===== config.mk =====
export PLATFORM = sky130hd
export DESIGN_NAME = dfp_align_shifter
export DESIGN_NICKNAME = d
export VERILOG_FILES = /design/src/rtl/dfp_pkg.sv /design/src/rtl/dfp_digit_shr.sv /design/src/rtl/dfp_align_shifter.sv
export SDC_FILE = /design/constraint.sdc
export NUM_CORES = 1
export LEC_CHECK = 0
export BUFFER_PORTS_ARGS = -buffer_cell sky130_fd_sc_hd__clkbuf_2
export CAP_MARGIN = 20
export CORE_MARGIN = 2
export CORE_UTILIZATION = 51
export DETAILED_ROUTE_END_ITERATION = 10
export PLACE_DENSITY = 0.8
export SLEW_MARGIN = 20
export SYNTH_ARGS = -nofsm -noshare
export SYNTH_HDL_FRONTEND = slang
export SYNTH_SLANG_ARGS = --single-unit

===== constraint.sdc =====
create_clock -name i_clk -period 4 [get_ports i_clk]
set_clock_uncertainty 0.1 [all_clocks]
set_input_delay 0.2 -clock i_clk [delete_from_list [all_inputs] [get_ports i_clk]]
set_output_delay 0.2 -clock i_clk [all_outputs]
set_load 0.02 [all_outputs]

===== src/rtl/dfp_pkg.sv =====
// Shared types and sizing for the decimal floating-point datapath.
// Holds the BCD digit type and the alignment state encoding.
package dfp_pkg;

   localparam int DIGITS = 7;
   localparam int EXP_W  = 8;
   localparam int MANT_W = 4 * DIGITS;

   typedef logic [3:0] bcd_digit_t;

   typedef enum logic [1:0] {
      IDLE  = 2'd0,
      SHIFT = 2'd1,
      DONE  = 2'd2
   } align_state_t;

endpackage


===== src/rtl/dfp_digit_shr.sv =====
// One-digit BCD right shift with guard/sticky tracking; purely combinational.
// Shared by the aligner and, later, the rounder.
module dfp_digit_shr
   import dfp_pkg::*;
#(
   parameter int  DIGITS = dfp_pkg::DIGITS,
   localparam int MANT_W = 4 * DIGITS
) (
   input  logic [MANT_W-1:0] i_mant,
   input  bcd_digit_t        i_guard,
   input  logic              i_sticky,
   output logic [MANT_W-1:0] o_mant,
   output bcd_digit_t        o_guard,
   output logic              o_sticky
);

   // The previous guard digit falls into sticky as a new digit takes its place
   assign o_mant   = {4'b0000, i_mant[MANT_W-1:4]};
   assign o_guard  = i_mant[3:0];
   assign o_sticky = i_sticky | (i_guard != 4'd0);

endmodule


===== src/rtl/dfp_align_shifter.sv =====
// Pre-add exponent alignment: swap so the larger exponent leads, then shift the
// smaller BCD mantissa one digit per cycle. Option macro: DFP_ALIGN_ZERO_SKIP_EN.
module dfp_align_shifter
   import dfp_pkg::*;
#(
   parameter int  DIGITS = dfp_pkg::DIGITS,
   parameter int  EXP_W  = dfp_pkg::EXP_W,
   localparam int MANT_W = 4 * DIGITS
) (
   input  logic              i_clk,
   input  logic              i_rst_n,
   input  logic              i_in_valid,
   output logic              o_in_ready,
   input  logic [EXP_W-1:0]  i_E_a,
   input  logic [EXP_W-1:0]  i_E_b,
   input  logic [MANT_W-1:0] i_M_a,
   input  logic [MANT_W-1:0] i_M_b,
   output logic              o_out_valid,
   input  logic              i_out_ready,
   output logic [EXP_W-1:0]  o_E_out,
   output logic [MANT_W-1:0] o_M_big,
   output logic [MANT_W-1:0] o_M_small,
   output bcd_digit_t        o_guard,
   output logic              o_sticky,
   output logic              o_swapped
);

   localparam int REM_W = $clog2(DIGITS + 2);
   localparam logic [REM_W-1:0] REM_CAP  = REM_W'(DIGITS + 1);
   localparam logic [EXP_W-1:0] DIFF_CAP = EXP_W'(DIGITS + 1);

   align_state_t      r_state;
   logic              r_in_ready;
   logic              r_out_valid;
   logic [EXP_W-1:0]  r_E_out;
   logic [MANT_W-1:0] r_M_big;
   logic [MANT_W-1:0] r_M_small;
   bcd_digit_t        r_guard;
   logic              r_sticky;
   logic              r_swapped;
   logic [REM_W-1:0]  r_rem;

   logic              w_swap;
   logic [EXP_W-1:0]  w_E_big;
   logic [EXP_W-1:0]  w_E_small;
   logic [MANT_W-1:0] w_M_big;
   logic [MANT_W-1:0] w_M_small;
   logic [EXP_W-1:0]  w_diff;
   logic [REM_W-1:0]  w_rem_init;
   logic              w_skip;
   logic [MANT_W-1:0] w_shr_mant;
   bcd_digit_t        w_shr_guard;
   logic              w_shr_sticky;

   assign w_swap     = (i_E_a < i_E_b);
   assign w_E_big    = w_swap ? i_E_b : i_E_a;
   assign w_E_small  = w_swap ? i_E_a : i_E_b;
   assign w_M_big    = w_swap ? i_M_b : i_M_a;
   assign w_M_small  = w_swap ? i_M_a : i_M_b;
   assign w_diff     = w_E_big - w_E_small;

   // Beyond DIGITS+1 shifts every original digit is already folded into sticky
   assign w_rem_init = (w_diff > DIFF_CAP) ? REM_CAP : w_diff[REM_W-1:0];

`ifdef DFP_ALIGN_ZERO_SKIP_EN
   assign w_skip = (w_rem_init == '0) || (w_M_small == '0);
`else
   assign w_skip = (w_rem_init == '0);
`endif

   dfp_digit_shr #(
      .DIGITS   (DIGITS)
   ) u_digit_shr (
      .i_mant   (r_M_small),
      .i_guard  (r_guard),
      .i_sticky (r_sticky),
      .o_mant   (w_shr_mant),
      .o_guard  (w_shr_guard),
      .o_sticky (w_shr_sticky)
   );

   always_ff @(posedge i_clk) begin
      if (!i_rst_n) begin
         r_state     <= IDLE;
         r_in_ready  <= 1'b1;
         r_out_valid <= 1'b0;
         r_E_out     <= '0;
         r_M_big     <= '0;
         r_M_small   <= '0;
         r_guard     <= '0;
         r_sticky    <= 1'b0;
         r_swapped   <= 1'b0;
         r_rem       <= '0;
      end else begin
         case (r_state)
            IDLE: begin
               if (i_in_valid) begin
                  r_E_out    <= w_E_big;
                  r_M_big    <= w_M_big;
                  r_M_small  <= w_M_small;
                  r_guard    <= '0;
                  r_sticky   <= 1'b0;
                  r_swapped  <= w_swap;
                  r_in_ready <= 1'b0;
                  if (w_skip) begin
                     r_rem       <= '0;
                     r_state     <= DONE;
                     r_out_valid <= 1'b1;
                  end else begin
                     r_rem       <= w_rem_init;
                     r_state     <= SHIFT;
                  end
               end
            end
            SHIFT: begin
               r_M_small <= w_shr_mant;
               r_guard   <= w_shr_guard;
               r_sticky  <= w_shr_sticky;
               r_rem     <= r_rem - REM_W'(1);
               if (r_rem == REM_W'(1)) begin
                  r_state     <= DONE;
                  r_out_valid <= 1'b1;
               end
            end
            DONE: begin
               if (i_out_ready) begin
                  r_state     <= IDLE;
                  r_out_valid <= 1'b0;
                  r_in_ready  <= 1'b1;
               end
            end
            default: begin
               r_state     <= IDLE;
               r_out_valid <= 1'b0;
               r_in_ready  <= 1'b1;
            end
         endcase
      end
   end

   assign o_in_ready  = r_in_ready;
   assign o_out_valid = r_out_valid;
   assign o_E_out     = r_E_out;
   assign o_M_big     = r_M_big;
   assign o_M_small   = r_M_small;
   assign o_guard     = r_guard;
   assign o_sticky    = r_sticky;
   assign o_swapped   = r_swapped;

endmodule

# ---- Yosys cells after proc, flatten, opt, wreduce, memory -nomap -nowiden
# Index checks and enable logic that the tools add are counted.
dict set report totals {
  mem_count 0
  mem_bits_rw 0
  rom_bits 0
  ff_bits 78
  output_inout_bits 72
  latchBits 0
  inputBits 76
  word_cells 58
}
dict set report op_classes {
  mux 26
  shift 0
  div 0
  eq_ne 7
  n_lt_le_gt_ge 2
  reduce_logical 9
  bitwise_logic 2
  add_sub_neg 2
  multipliers 0
}
# cell n
set ops {}
lappend ops {{two-way mux 28 bit} 3}
lappend ops {{case mux 28 bit (2 select lines)} 1}
lappend ops {{two-way mux 4 bit} 4}
lappend ops {{two-way mux 8 bit} 2}
lappend ops {{case mux 4 bit (2 select lines)} 2}
lappend ops {{greater-than comparator 8 x 4 -> 1 bit, second input constant} 1}
lappend ops {{< comparator 8 bit} 1}
lappend ops {{two-way mux 2 bit} 4}
lappend ops {{!= test 2 bit, second input constant} 4}
lappend ops {{subtractor 8 bit} 1}
lappend ops {{two-way mux 1 bit} 6}
lappend ops {{case mux 1 bit (3 select lines)} 2}
lappend ops {{case mux 2 bit (3 select lines)} 1}
lappend ops {{AND reduction 3 bit} 2}
lappend ops {{== test 4 x 1 -> 1 bit, second input constant} 1}
lappend ops {{zero test 4 bit} 1}
lappend ops {{AND reduction 2 bit} 2}
lappend ops {{AND reduction 4 bit} 1}
lappend ops {{nonzero test 4 bit} 1}
lappend ops {{subtractor 4 x 1 -> 4 bit, second input constant} 1}
lappend ops {{== test 2 x 1 -> 1 bit, second input constant} 1}
lappend ops {{== test 2 bit, second input constant} 1}
lappend ops {{zero test 2 bit} 1}
lappend ops {{case mux 1 bit (2 select lines)} 1}
lappend ops {{3 further kinds} 3}

# ---- Logic depth before layout (Yosys ltp)
dict set report logic_depth {
  depth_word 9
  mapped_depth 18
  ltp_nobuf 15
}

# ---- Hierarchy
# From an unflattened synthesis, not the netlist that was laid out.
dict set report unflattened {
  cells_unflattened 593
  hier_area_um2 4585.6
}
# mod cells_each seq_area_each_um2 area_each_um2 n_inst
set modules_own_cells {}
lappend modules_own_cells {dfp_align_shifter 557 1561.5 4329.2 1}
lappend modules_own_cells {dfp_digit_shr 36 0.0 256.5 1}

# ---- Least setup slack after synthesis
# OpenSTA, ideal clock, no wires.
dict set report synth_timing {
  path_type {input to register}
  from {in i_E_b[1]}
  to {reg r_state[0]}
  path_slack_ps 375
  required_ps 3785
  n_path_buf 2
  stages 16
  arrival_ps 3409
  setup_ps 115
  cell_sequence {inv_1 ha_1 nor2b_1 o211a_1 o21ai_2 nand2_1 clkbuf_1 clkbuf_1 nor2_1 a21oi_1 ha_1 or4_1 a211o_1 nor2_1 o221ai_1 a31o_1}
}
dict set report synth_via {
  elab_chain_cells 9
  elab_cells_between_ends 10
  classes_between {add/sub: 1; order compare: 2; mux: 6; reduce/logical: 1}
}
# item line_no
set synth_lines {}
lappend synth_lines {{start: declaration} dfp_align_shifter.sv:15} ;# input logic [EXP_W-1:0] i_E_b,
lappend synth_lines {{< comparator 8 bit} dfp_align_shifter.sv:55} ;# assign w_swap = (i_E_a < i_E_b);
lappend synth_lines {{two-way mux 8 bit, on equally long branches} {dfp_align_shifter.sv:56, dfp_align_shifter.sv:57}}
lappend synth_lines {{subtractor 8 bit (*)} dfp_align_shifter.sv:60} ;# assign w_diff = w_E_big - w_E_small;
lappend synth_lines {{greater-than comparator 8 x 4 -> 1 bit} dfp_align_shifter.sv:63} ;# assign w_rem_init = (w_diff > DIFF_CAP) ? REM_CAP : w_diff[REM_W-1:0];
lappend synth_lines {{two-way mux 4 bit (*)} dfp_align_shifter.sv:63}
lappend synth_lines {{zero test 4 bit (*)} dfp_align_shifter.sv:68} ;# assign w_skip = (w_rem_init == '0);
lappend synth_lines {{two-way mux 2 bit (*)} dfp_align_shifter.sv:105} ;# if (w_skip) begin
lappend synth_lines {{two-way mux 2 bit (*)} dfp_align_shifter.sv:97} ;# if (i_in_valid) begin
lappend synth_lines {{case mux 2 bit (3 select lines) (*)} dfp_align_shifter.sv:95} ;# case (r_state)
lappend synth_lines {{end signal: assignment} dfp_align_shifter.sv:84} ;# r_state <= IDLE;
lappend synth_lines {{end signal: assignment} dfp_align_shifter.sv:107} ;# r_state <= DONE;
lappend synth_lines {{end signal: assignment} dfp_align_shifter.sv:111} ;# r_state <= SHIFT;
lappend synth_lines {{end: declaration} dfp_align_shifter.sv:32} ;# align_state_t r_state;
# Every way passes the cells marked *; elsewhere a longest branch is shown, timed or not. The select of a mux whose other input is x is not followed.
# A chain may end at the register's enable or synchronous reset.

# ---- Worst setup path in the final report
dict set report layout_timing {
  from {in i_E_b[5]}
  to {reg r_state[0]}
}
# The elaborated chain is that of the path after synthesis.

==> results.txt <==
- The run finished with clean final reports.
- Clock-pin slew was measured on the worst setup and hold paths at 0.08 ns.
- Measured along the x axis, the die boundary spans 96.52 µm.
- Setup repair after global routing left no endpoint under its margin.
- The floorplan step defined a die boundary enclosing 9316 µm².
- Max-cap violations in this run came to 0.
- STA classifies the critical path endpoint as a flip-flop.
* Overall power consumption: 2.371 mW
- Of all cell types, the one taking the most synthesized area is sky130_fd_sc_hd__dfxtp_1.
- Htree depth: 3
- Post-CTS resize count: 0
- Post-Place Cell Area: 5140 µm²
- After global routing the overflow that remains totals 0.
- Insertion delay of the later-clocked pin in the worst-skew pair: 0.35 ns
* Setup WS post-layout: 0.7884 ns
- Synth Net Count: 649
- The number of failing hold endpoints at the final stage is 0.
* Number of buffers inserted by post-CTS setup repair: 0
- The worst path needs 3.212 ns of the cycle, external delays included.
* Sequential-to-total area share from yosys stat: 35.77%
- Combined global-route utilization of all metal layers: 25.92%
- Ranked by total cell area, the synthesized netlist is headed by sky130_fd_sc_hd__dfxtp_1 36%, sky130_fd_sc_hd__nand2_1 11%, sky130_fd_sc_hd__o211a_1 8.7%.
* Arithmetic-cell share of the synthesized area counting full adders, half adders and majority gates: 3.153%
- Most frequently used flop master after synthesis: sky130_fd_sc_hd__dfxtp_1
- STA puts the critical path data required time at 4.14 ns.
* Count of antenna-violating nets left after detailed routing: 0
- Netlist cell types: 51
- TritonCTS built the clock tree.
* Peak VDD IR: 0.2952 mV
- CTS placed an instance of sky130_fd_sc_hd__clkbuf_8 at the clock tree root.
* Critical Setup Path Class: input pin to flip-flop
- Data arrives at the worst endpoint at 3.35 ns.
* Number of enable-type register cells in the synthesized netlist: 0
- The filler cells instantiated in the layout total 733.
- After routing the design area is 5336 µm².
- Based on the critical path, the design can be clocked at up to 311.4 MHz.
- Aggregate negative setup slack: 0 ns
- Cells fill 64.62% of the core in the end.
- In this run the biggest area consumer among cell types represents 35.77% of the synthesized area.
* Dpl cells: 776
* First-pass GRT wire length: 19,100 µm
- Core outline area: 8258 µm²
- Initial antenna violation count: 0
- The post-route netlist has 26.78% of its cells at a drive strength greater than 1.
- Xor/xnor cell area share of the yosys netlist: 0.4013%
- Delay of the slowest cell on the worst path: 0.55 ns
- The clock passes through at most 2 buffers.
* Compound-gate portion of the synthesized area: 28.06%
- A synthesized cell averages 7.768 µm².
- The via count of the first global-routing pass is 4,096.
* Count of hold-fix buffers inserted at cts: 0
* Number of iterations in the first detailed-routing pass: 5
* Leading cell types by count after synthesis: 131 x sky130_fd_sc_hd__nand2_1, 78 x sky130_fd_sc_hd__dfxtp_1, 41 x sky130_fd_sc_hd__clkbuf_1, 38 x sky130_fd_sc_hd__o211a_1
- From synthesis to final layout, the design area changed by 22.24%.
* Num rows: 33
- Synthesis produced a netlist whose cell count is 562.
* Net total in the final layout: 769
- Power density cells: 444.4 nW/µm²
* Max-slew violations: 0
* Cell depth of the worst min-delay path: 3
- Setup violations remaining at the end of the flow were counted as 0.
- The tightest min-delay check is of the input pin to flip-flop type.
- The slowest stage of the critical path belongs to the cell sky130_fd_sc_hd__or4_1.
- The signal on the critical path passes through clkbuf_2 > inv_1 > ha_1 > nand2_1 > nor2_1 > o21ai_2 > nand2_2 > buf_4 > a21oi_1 > ha_1 > or4_1 > a211o_1 > nor2_1 > o221ai_1 > a31o_1.
- Measured against its own limit, the worst slew margin works out to 38.33%.
- Fraction of the mapped netlist area in simple logic gates: 25.62%
- Routability-driven placement finished with a final weighted congestion of 0.9040.
* Most common cell in the netlist: sky130_fd_sc_hd__nand2_1
* Antenna diodes: 0
- Summing all flip-flop and latch instances after layout gives 1562 µm².
* Synthesized cell area: 4365 µm²
* Number of non-filler instances in the completed layout: 792
- Using the TritonRoute via totals, the vias-per-cell ratio works out to 5.749.
* Static Leak: 2.742 nW
* Count of vias placed by the detailed router: 4,553
- The portion of synthesized area spent on multiplexers is 1.892%.
- The worst setup path is launched from an input pin.
- Setup slack after placement: 0.4679 ns
- Of all nets on the critical path, the largest fanout is 31.
* Number of cells on the worst reg-to-reg path: 5
- The multi-input combinational cells in the finished layout cover a total of 2606 µm².
- Detailed-route wire length per cell: 15.60 µm
- In the routed design, unresolved DRC markers number 0.
* Register bit total from synthesis: 78
- IO Port Bufs: 147
- Largest net degree at the start of global routing: 55
* HPWL after detailed placement: 9062 µm
- Once the floorplan was initialized, standard cells occupied 52.86% of the core.
- By area, the combinational part of the netlist is dominated by compound AO/OA/AOI/OAI gates.
- Async set-or-reset flop fraction in the synthesized netlist: 0%
- Post-Route Hold Slack: 0.02534 ns
- Transition time at the pin with the least slew margin: 0.9251 ns
* Warnings, synthesis: 0
- Die extent in y: 96.52 µm
- During I/O placement, the number of pins put on the boundary was 148.
* Final period utilization: 80.29%
- Wires add up to 12,350 µm.
- Counting the buffers created by CTS gives 9.
- Number of sinks on the clock net: 78
- DR iter-0 viols: 217
==> where the power goes <==
group	switching, mW	internal [mW]
clock network	0.303	0.290
registers	0.0799	0.879
logic	0.513	0.306
==> critical path, delay by kind of cell <==
| kind | cells | cell delay [ns] |
|---|---|---|
| fa+ha+maj | 2 | 0.68 |
| compound gates | 5 | 1.01 |
| buf+inv | 3 | 0.45 |
| simple gates | 5 | 1.00 |
==> layout by cell type, fill, tap and decap left out, types with 3 or more instances in the layout <==
master                       n
sky130_fd_sc_hd__clkbuf_2  147
sky130_fd_sc_hd__nand2_1   130
sky130_fd_sc_hd__dfxtp_1    78
sky130_fd_sc_hd__o211a_1    38
sky130_fd_sc_hd__a21oi_1    36
sky130_fd_sc_hd__nor2b_1    34
sky130_fd_sc_hd__nand3_1    31
sky130_fd_sc_hd__a221oi_1   24
sky130_fd_sc_hd__nor2_1     18
sky130_fd_sc_hd__inv_1      14
sky130_fd_sc_hd__o21ai_0    14
sky130_fd_sc_hd__o211ai_1   11
sky130_fd_sc_hd__ha_1       11
sky130_fd_sc_hd__clkbuf_8    9
sky130_fd_sc_hd__buf_4       7
sky130_fd_sc_hd__mux2i_1     6
sky130_fd_sc_hd__and2_1      6
sky130_fd_sc_hd__o21a_1      5
sky130_fd_sc_hd__nand2b_1    5
sky130_fd_sc_hd__nor3_1      5
sky130_fd_sc_hd__o31ai_1     4
sky130_fd_sc_hd__a22oi_1     4
sky130_fd_sc_hd__and3_1      3
sky130_fd_sc_hd__a31oi_1     3
==> cell families (layout without fill, tap and decap cells) <==
| logic type | count (synthesis) | in the layout |
|---|---|---|
| XOR/XNOR | 2 | 2 |
| flip-flops | 78 | 78 |
| AND/OR/NAND/NOR | 244 | 244 |
| AO/OA/AOI/OAI | 160 | 160 |
| adder cells (fa/ha/maj) | 11 | 11 |
| buffers and inverters | 59 | 184 |
| multiplexers | 8 | 8 |
==> path summary, 6_finish.rpt <==
check / from / endpoint / slack, ns
hold reg to reg: o_sticky$_SDFFE_PN0P_ / o_sticky$_SDFFE_PN0P_ / 0.39
hold / removal: i_E_b[5] / o_E_out[5]$_SDFFE_PN0P_ / 0.03
setup / recovery: i_E_b[5] / r_state[0]$_SDFFE_PN0P_ / 0.79
setup reg to reg: r_state[1]$_SDFFE_PN0P_ / o_M_big[5]$_SDFFE_PN0P_ / 1.74
==> flip-flops by register name (all words and copies together) (netlist names) <==
| name | count |
|---|---|
| o_guard | 4 |
| o_M_big | 28 |
| o_sticky | 1 |
| r_rem | 4 |
| o_out_valid | 1 |
| r_state | 2 |
| o_swapped | 1 |
| o_M_small | 28 |
| o_in_ready | 1 |
| o_E_out | 8 |
==> cell type report <==
type                            instances  share of cell area [%]
Sequential cell                        78                   29.26
Clock buffer                            9                   2.321
Clock inverter                          7                   1.360
Multi-Input combinational cell        425                   48.84
Inverter                               14                  0.9848
Tap cell                              105                   2.462
Timing Repair Buffer                  154                   14.77
==> metal layers <==
metal | track usage, % | up-vias | share of wire, %
met5 | 0 | - | 0
met4 | 6.808 | 0 | 0.91
met3 | 5.431 | 12 | 6.0
met2 | 44.97 | 147 | 50
met1 | 32.72 | 2150 | 43
li1 | - | 2244 | -
Power figures use the tool's default switching activity.
